--- src/rtl/iq_mag_avg_multi.sv ---
// Multi-channel IQ magnitude estimator with a runtime-selectable 2^L moving average.
// Channels share the pipeline valids, delay-line pointers and fill counter.
module iq_mag_avg_multi #(
    parameter int IQ_DATA_WIDTH    = 16,
    parameter int NUM_CH           = 2,
    parameter int MAX_LOG2_AVG_LEN = 6
) (
    input  logic                              clk,
    input  logic                              rstn,
    input  logic [NUM_CH*2*IQ_DATA_WIDTH-1:0] iq_in,
    input  logic                              iq_in_valid,
    input  logic                              mag_mode,
    input  logic [2:0]                        cfg_log2_avg_len,
    input  logic                              avg_clear,
    output logic [NUM_CH*IQ_DATA_WIDTH-1:0]   rssi,
    output logic                              rssi_valid,
    output logic                              rssi_settled
);
    localparam int W     = IQ_DATA_WIDTH;
    localparam int ML    = MAX_LOG2_AVG_LEN;
    localparam int DEPTH = 1 << ML;
    localparam int SW    = W + ML;
    localparam logic [2:0]  ML3      = 3'(ML);
    localparam logic [W-1:0] POS_MAX = {1'b0, {(W-1){1'b1}}};
    localparam logic [W-1:0] NEG_MIN = {1'b1, {(W-1){1'b0}}};
    localparam logic [ML:0]  FILL_ONE = 1;
    localparam logic [ML-1:0] PTR_ONE = 1;

    logic [2:0]    eff_l;
    logic [2:0]    cfg_l;
    logic          flush;
    logic          v1;
    logic          v2;
    logic [ML-1:0] wr_ptr;
    logic [ML-1:0] rd_ptr;
    logic [ML:0]   fill_cnt;
    logic [ML:0]   fill_next;
    logic [ML:0]   win;
    logic          full;

    function automatic logic [W-1:0] abs_sat(input logic [W-1:0] x);
        if (x == NEG_MIN)
            return POS_MAX;
        else if (x[W-1])
            return -x;
        else
            return x;
    endfunction

    always_comb begin
        cfg_l     = (cfg_log2_avg_len > ML3) ? ML3 : cfg_log2_avg_len;
        flush     = avg_clear | (eff_l != cfg_l);
        win       = FILL_ONE << eff_l;
        full      = (fill_cnt == win);
        fill_next = full ? fill_cnt : fill_cnt + FILL_ONE;
        // Oldest sample in the window; wraps naturally when L equals the max.
        rd_ptr    = wr_ptr - win[ML-1:0];
    end

    always_ff @(posedge clk or negedge rstn) begin
        if (!rstn) begin
            eff_l        <= ML3;
            v1           <= 1'b0;
            v2           <= 1'b0;
            wr_ptr       <= '0;
            fill_cnt     <= '0;
            rssi_valid   <= 1'b0;
            rssi_settled <= 1'b0;
        end else begin
            v1 <= iq_in_valid & ~flush;
            v2 <= v1 & ~flush;
            if (flush) begin
                eff_l        <= cfg_l;
                wr_ptr       <= '0;
                fill_cnt     <= '0;
                rssi_valid   <= 1'b0;
                rssi_settled <= 1'b0;
            end else begin
                rssi_valid <= v2;
                if (v2) begin
                    wr_ptr       <= wr_ptr + PTR_ONE;
                    fill_cnt     <= fill_next;
                    rssi_settled <= (fill_next == win);
                end
            end
        end
    end

    for (genvar k = 0; k < NUM_CH; k++) begin : g_ch
        logic [W-1:0]  i_s;
        logic [W-1:0]  q_s;
        logic [W-1:0]  abs_i;
        logic [W-1:0]  abs_q;
        logic [W-1:0]  mag;
        logic [W-1:0]  mag_d;
        logic [W-1:0]  old;
        logic [W:0]    a_w;
        logic [W:0]    b_w;
        logic [W:0]    mx;
        logic [W:0]    mn;
        logic [W:0]    mag_w;
        logic [SW-1:0] sum;
        logic [SW-1:0] sum_new;
        logic [W-1:0]  rssi_r;
        logic [W-1:0]  mem [DEPTH];

        assign i_s = iq_in[2*k*W +: W];
        assign q_s = iq_in[2*k*W+W +: W];

        always_comb begin
            a_w   = {1'b0, abs_i};
            b_w   = {1'b0, abs_q};
            mx    = (a_w >= b_w) ? a_w : b_w;
            mn    = (a_w >= b_w) ? b_w : a_w;
            mag_w = mag_mode ? mx + (mn >> 2) : (a_w + b_w) >> 1;
            mag_d = (mag_w > {1'b0, POS_MAX}) ? POS_MAX : mag_w[W-1:0];
            old     = full ? mem[rd_ptr] : '0;
            sum_new = sum + {{ML{1'b0}}, mag} - {{ML{1'b0}}, old};
        end

        always_ff @(posedge clk or negedge rstn) begin
            if (!rstn) begin
                abs_i  <= '0;
                abs_q  <= '0;
                mag    <= '0;
                sum    <= '0;
                rssi_r <= '0;
            end else begin
                if (iq_in_valid) begin
                    abs_i <= abs_sat(i_s);
                    abs_q <= abs_sat(q_s);
                end
                if (v1)
                    mag <= mag_d;
                if (flush)
                    sum <= '0;
                else if (v2) begin
                    sum    <= sum_new;
                    rssi_r <= W'(sum_new >> eff_l);
                end
            end
        end

        // Delay line is write-before-read safe, so it carries no reset.
        always_ff @(posedge clk) begin
            if (v2 && !flush)
                mem[wr_ptr] <= mag;
        end

        assign rssi[k*W +: W] = rssi_r;
    end
endmodule
--- config.mk ---
export PLATFORM = sky130hd
export DESIGN_NAME = iq_mag_avg_multi
export DESIGN_NICKNAME = d
export VERILOG_FILES = /design/src/rtl/iq_mag_avg_multi.sv
export SDC_FILE = /design/constraint.sdc
export NUM_CORES = 2
export LEC_CHECK = 0
export ABC_AREA = 1
export BUFFER_PORTS_ARGS = -buffer_cell sky130_fd_sc_hd__buf_2
export CORE_MARGIN = 2
export CORE_UTILIZATION = 50
export CTS_BUF_LIST = sky130_fd_sc_hd__clkbuf_8 sky130_fd_sc_hd__clkbuf_16
export DETAILED_ROUTE_END_ITERATION = 12
export PLACE_DENSITY = 0.67
export SLEW_MARGIN = 20
export SYNTH_ARGS = -nofsm -noshare
export SYNTH_HDL_FRONTEND = slang
export SYNTH_SLANG_ARGS = --single-unit
--- constraint.sdc ---
create_clock -name clk -period 6.7 [get_ports clk]
set_input_delay 0.335 -clock clk [delete_from_list [all_inputs] [get_ports clk]]
set_output_delay 0.335 -clock clk [all_outputs]
set_load 0.01 [all_outputs]
# Word level (Yosys, flattened, before mapping)
# Memories as Yosys holds them, arrays and structs flattened.
# Cells that the tools add are included.
# totals
ff_bits	192
ramBits	2048
inputBits	72
out_inout_bits	34
memories	2
# op_classes
addsub	15
n_lt_le_gt_ge	5
n_eq_ne	7
shifts	3
n_mux	33
bitwise	4
n_reduce_logical	4
# memory_table
name	depth	word_bits	read_ports	rd_ports_with_merged_regs	wr	line	rtl
g_ch[0].mem	64	16	1	0	1	105	logic [W-1:0] mem [DEPTH];
g_ch[1].mem	64	16	1	0	1	105	
# ops
cell	count
$mux W16	16
$mux W22	4
$eq A16 B16 Y1 const B	4
$neg A16 Y16	4
$add A22 B16 Y22	2
$shr A22 B3 Y16	2
$sub A22 B16 Y22	2
$add A16 B14 Y17	2
$add A16 B16 Y17	2
$gt A17 B15 Y1 const B	2
$mux W17	2
$ge A16 B16 Y1	2
$mux W7	3
$eq A7 B7 Y1	2
$mux W6	2
$add A7 B1 Y7 const B	1
$shl A1 B3 Y7 const A	1
$add A6 B1 Y6 const B	1
$sub A6 B6 Y6	1
$mux W1	5
$gt A3 B3 Y1 const B	1
$mux W3	1
$ne A3 B3 Y1	1
$and A1 B1 Y1	2
6 further kinds	6

# Longest topological paths before layout
# logic_depth
ltp_word	8
ltp_mapped	38
depth_no_buf	33

# Least setup slack after synthesis
# No wires, ideal clock.
# synth_path
kind	flip-flop to flip-flop
start	register eff_l[1]
end	register g_ch[0].rssi_r[0]
setup_ns	0.066
t_arrival_ns	5.016
required_time_ns	6.634
path_slack_ns	1.618
stages_incl_launch_ff	31
n_path_buf	5
period_less_slack_ns	5.082
path_cell_list	dfstp_2 -> buf_4 -> nor2_4 -> nand2_1 -> inv_1 -> ha_1 -> fa_1 -> buf_2 -> buf_4 -> buf_2 -> clkbuf_1 -> nand3_1 -> o21ai_0 -> nand2_1 -> o211ai_1 -> nand3_1 -> a21oi_1 -> a211oi_1 -> fa_1 -> inv_1 -> ha_1 -> a21oi_1 -> nand2_1 -> nand2_1 -> nand2_1 -> xor2_1 -> o21ai_1 -> or2_2 -> nand3_1 -> o211ai_1 -> nand2_1
# synth_between
elab_chain_len	6
word_cells_on_any_way	11
classes_between	2 x add/sub; 2 x eq/ne; 2 x shift; 1 x mux; 2 x bitwise; 1 x reduce/logical; 1 x memory
# synth_rtl
element	line	rtl
from (decl)	29	logic [2:0] eff_l;
from (signal assigned)	73	eff_l <= cfg_l;
$shl A1 B3 Y7	53	win = FILL_ONE << eff_l;
$sub A6 B6 Y6	57	rd_ptr = wr_ptr - win[ML-1:0];
$mem_v2 Z64 W16	--	
$mux W16	117	old = full ? mem[rd_ptr] : '0;
$sub A22 B16 Y22	118	sum_new = sum + {{ML{1'b0}}, mag} - {{ML{1'b0}}, old};
$shr A22 B3 Y16	139	rssi_r <= W'(sum_new >> eff_l);
to (signal assigned)	139	
to (decl)	104	logic [W-1:0] rssi_r;
# Parallel ways exist; a longest one is shown, timed or not.
# A chain may end at the register's enable or synchronous reset.

# Worst setup path in the final report
# layout_path
start	register eff_l[1]
end	register g_ch[0].rssi_r[6]
# The elaborated chain is that of the path after synthesis.

==> out/results.ini <==
[timing]
tns_ns = 0
hold_viol_final = 0
setup_viol = 0
slew_headroom_pct = 22.89
max_freq_mhz = 152.6
rsz0062_at_grt = yes
fin_hold_ws_ns = 0.07415
slew_viol_final = 0
worstMarginPinSlew_ns = 1.154
setup_ws_ns = 0.1473
skew_ns = 0.07978
period_needed_ns = 6.553
fin_crit_sh_pct = 97.80

[power]
power_density_mw_per_mm2 = 351.8
finalPower_mw = 40.55
p_comb_share_pct = 28.1
intPower_mw = 26.59
power_switching_mw = 13.96
leakagePower_nw = 42.50
pwr-share-seq_pct = 42.9
clkPwrFrac_pct = 29.0
ir_drop_v = 0.0003720
netSwitchingFraction_pct = 34.42

[clocking]
clock_path_buffers = 3
numClockSinks = 2240
htreeDepth = 4
clkLatencyLatePin_ns = 0.90
cts_tree = yes
clkSlewWorstSetupHoldPaths_ns = 0.06
cts_root_buf = clkbuf_16
cts_buffers = 222

[status]
status = finished, final reports clean

[detailed_routing]
routed_wirelength_mm = 302.2
first_pass_iters = 6
drt_iter0_markers = 9384
wire_per_inst_um = 24.25
vias_per_cell = 5.898
drc_errors = 0
ant_nets = 0
num_vias = 73530

[final_layout]
area_growth_pct = 13.96
seq_area_mm2 = 0.06635
utilization_pct = 57.14
nFillCells = 16400
fin_cells = 12470
fin_area_mm2 = 0.1153
nets = 9857
drive_above_1_share_pct = 10.10
multi_input_area_mm2 = 0.03132

[floorplan]
core_mm2 = 0.2017
die_h_um = 453.7
fp.dieArea_mm2 = 0.2059
chipWidth_um = 453.7
rows = 165
start_util_pct = 50.14
ios = 106

[setup_path]
critical-path-top-delay-family = adder cells
worst_r2r_endpoint = g_ch[0].rssi_r[6]
crit_buf_inv = 7
critPathArrivalTime_ns = 7.30
worstSetupEndpoint = g_ch[0].rssi_r[6]
crit_type = flip-flop to flip-flop
critPathSlowestCell = fa_4
crit_required_ns = 7.45
path_max_fanout = 35
timing.reg2reg.setup_slack_ns = 0.15
critPathLaunchType = flip-flop
critical_path_cell_count = 30
end_kind = flip-flop
r2r-start = eff_l[1]
crit_top_cell = nand2_1
max_stage_delay_ns = 0.79
cp-startpoint = eff_l[1]
reg2regPathDepth = 30

[synthesis]
synth_ff_type = edfxtp_1
synth_area_leader_cell = edfxtp_1
synth_cell_types = 63
ys_seq_area_share_pct = 65.56
yosysMostFrequentCell = nand2_1
synth_common_cells = nand2_1, edfxtp_1, nor2_1
synth-seq-cells = 2240
synthesis.area_mm2 = 0.1011
yosys_warnings = 0
async_flop_share_pct = 8.571
yosys-top-cells-area = edfxtp_1, nand2_1, dfrtp_1
syn_area_per_cell_um2 = 10.84
syn_inst = 9330
synth_fp_nets = 9586
netlist.area_leader.share_pct = 60.81
synth_edf_count = 2048

[global_route]
grt_pass1_vias = 70310
grt_overflow_total = 0
grt_max_degree = 146
grt_pass1_wl_mm = 446.9
antenna_found_initial = 12
grt_util_all_layers_pct = 29.05

[placed_design]
dp.cells = 11920
pre_cts_ws_ns = -0.007835
portBuffers = 105
postPlaceCellArea_mm2 = 0.1069
gp_congestion = 0.9286
place_hpwl_mm = 184.7

[min_path]
min_path_type = input port to flip-flop

[run]
maxCapViolCount = 0

-- sequential cells by signal (all words and copies together) (netlist names) --
signal / count
eff_l: 3
g_ch.rssi_r: 32
rssi_valid: 1
fill_cnt: 7
g_ch.mag: 32
rssi_settled: 1
g_ch.sum: 44
g_ch.mem: 2048
g_ch.abs_q: 32
v2: 1
v1: 1
g_ch.abs_i: 32
wr_ptr: 6
-- layout by cell type (no fill, tap or decap), drive strengths merged, types with 44 or more instances in the layout --
cell / count
clkinv: 108
nand2: 2247
o21ai: 461
buf: 461
ha: 147
xor2: 51
edfxtp: 2048
nor2: 1086
dlygate4sd3: 118
a21oi: 481
inv: 555
nand4: 73
o211ai: 260
nor3: 44
nand3: 703
dfrtp: 190
a32oi: 225
clkbuf: 225
-- area by class of cell --
cell class | instances | area share [%]
clock buffers | 224 | 4.844
well taps | 2672 | 2.901
diodes | 3 | 0.006514
multi-input cells | 6071 | 27.17
repair buffers | 580 | 4.802
flip-flops and latches | 2240 | 57.57
clock inverters | 190 | 1.110
inverters | 486 | 1.596
-- logic make-up after synthesis --
family                   after synthesis  synth area share (%)
buffers and inverters               1019                 4.127
flip-flops                          2240                 65.56
AO/OA/AOI/OAI                       1608                 10.03
adder cells (fa/ha/maj)              184                 2.551
multiplexers                           5               0.05443
AND/OR/NAND/NOR                     4194                 16.97
XOR/XNOR                              80                0.7076
-- worst reg2reg max path: cells and delay by family, from the launching register on --
kind	cells	cell delay (ns)
adder cells (fa/ha/maj)	4	1.88
AND/OR/NAND/NOR	15	1.71
AO/OA/AOI/OAI	4	1.16
buffers and inverters	7	1.08
flip-flops	1	0.63
-- layer usage --
layer | GRT usage, % | routed length (um)
met1 | 39.41 | 121200
met4 | 12.33 | 13590
met3 | 5.980 | 28250
met2 | 45.65 | 139100
met5 | 0 | 54
-- power by group through the flow --
| stage | logic (mW) | registers, mW | clock network [mW] |
|---|---|---|---|
| 2_1_floorplan | 5.41 | 18.3 | 0 |
| 5_1_grt | 12.3 | 17.4 | 12.4 |
| 3_5_place_dp | 11.0 | 17.7 | 0 |
| 3_3_place_gp | 11.0 | 17.7 | 0 |
| 4_1_cts | 11.1 | 17.4 | 11.9 |
| 6_report | 11.4 | 17.4 | 11.8 |
-- what timing repair did --
action                                  CTS  global route
gates resized for setup                   2            25
pin swaps                                 0             6
endpoints found under the setup margin    2            34
hold buffers                            118             0
buffers inserted                          0             2
hold endpoints to repair                170             0
-- worst min-delay path by stage --
stage                             start          endpoint  slack [ns]  cells after the start
floorplan                          rstn          eff_l[0]        0.04                      0
global placement    cfg_log2_avg_len[2]          eff_l[2]        0.47                      1
detailed placement  cfg_log2_avg_len[2]          eff_l[2]        0.47                      1
CTS                           iq_in[15]  g_ch[0].abs_i[6]       0.002                      5
global route                  iq_in[31]  g_ch[0].abs_q[2]        0.09                      4
finish                        iq_in[15]  g_ch[0].abs_i[6]        0.07                      5
Power figures use the tool's default switching activity.
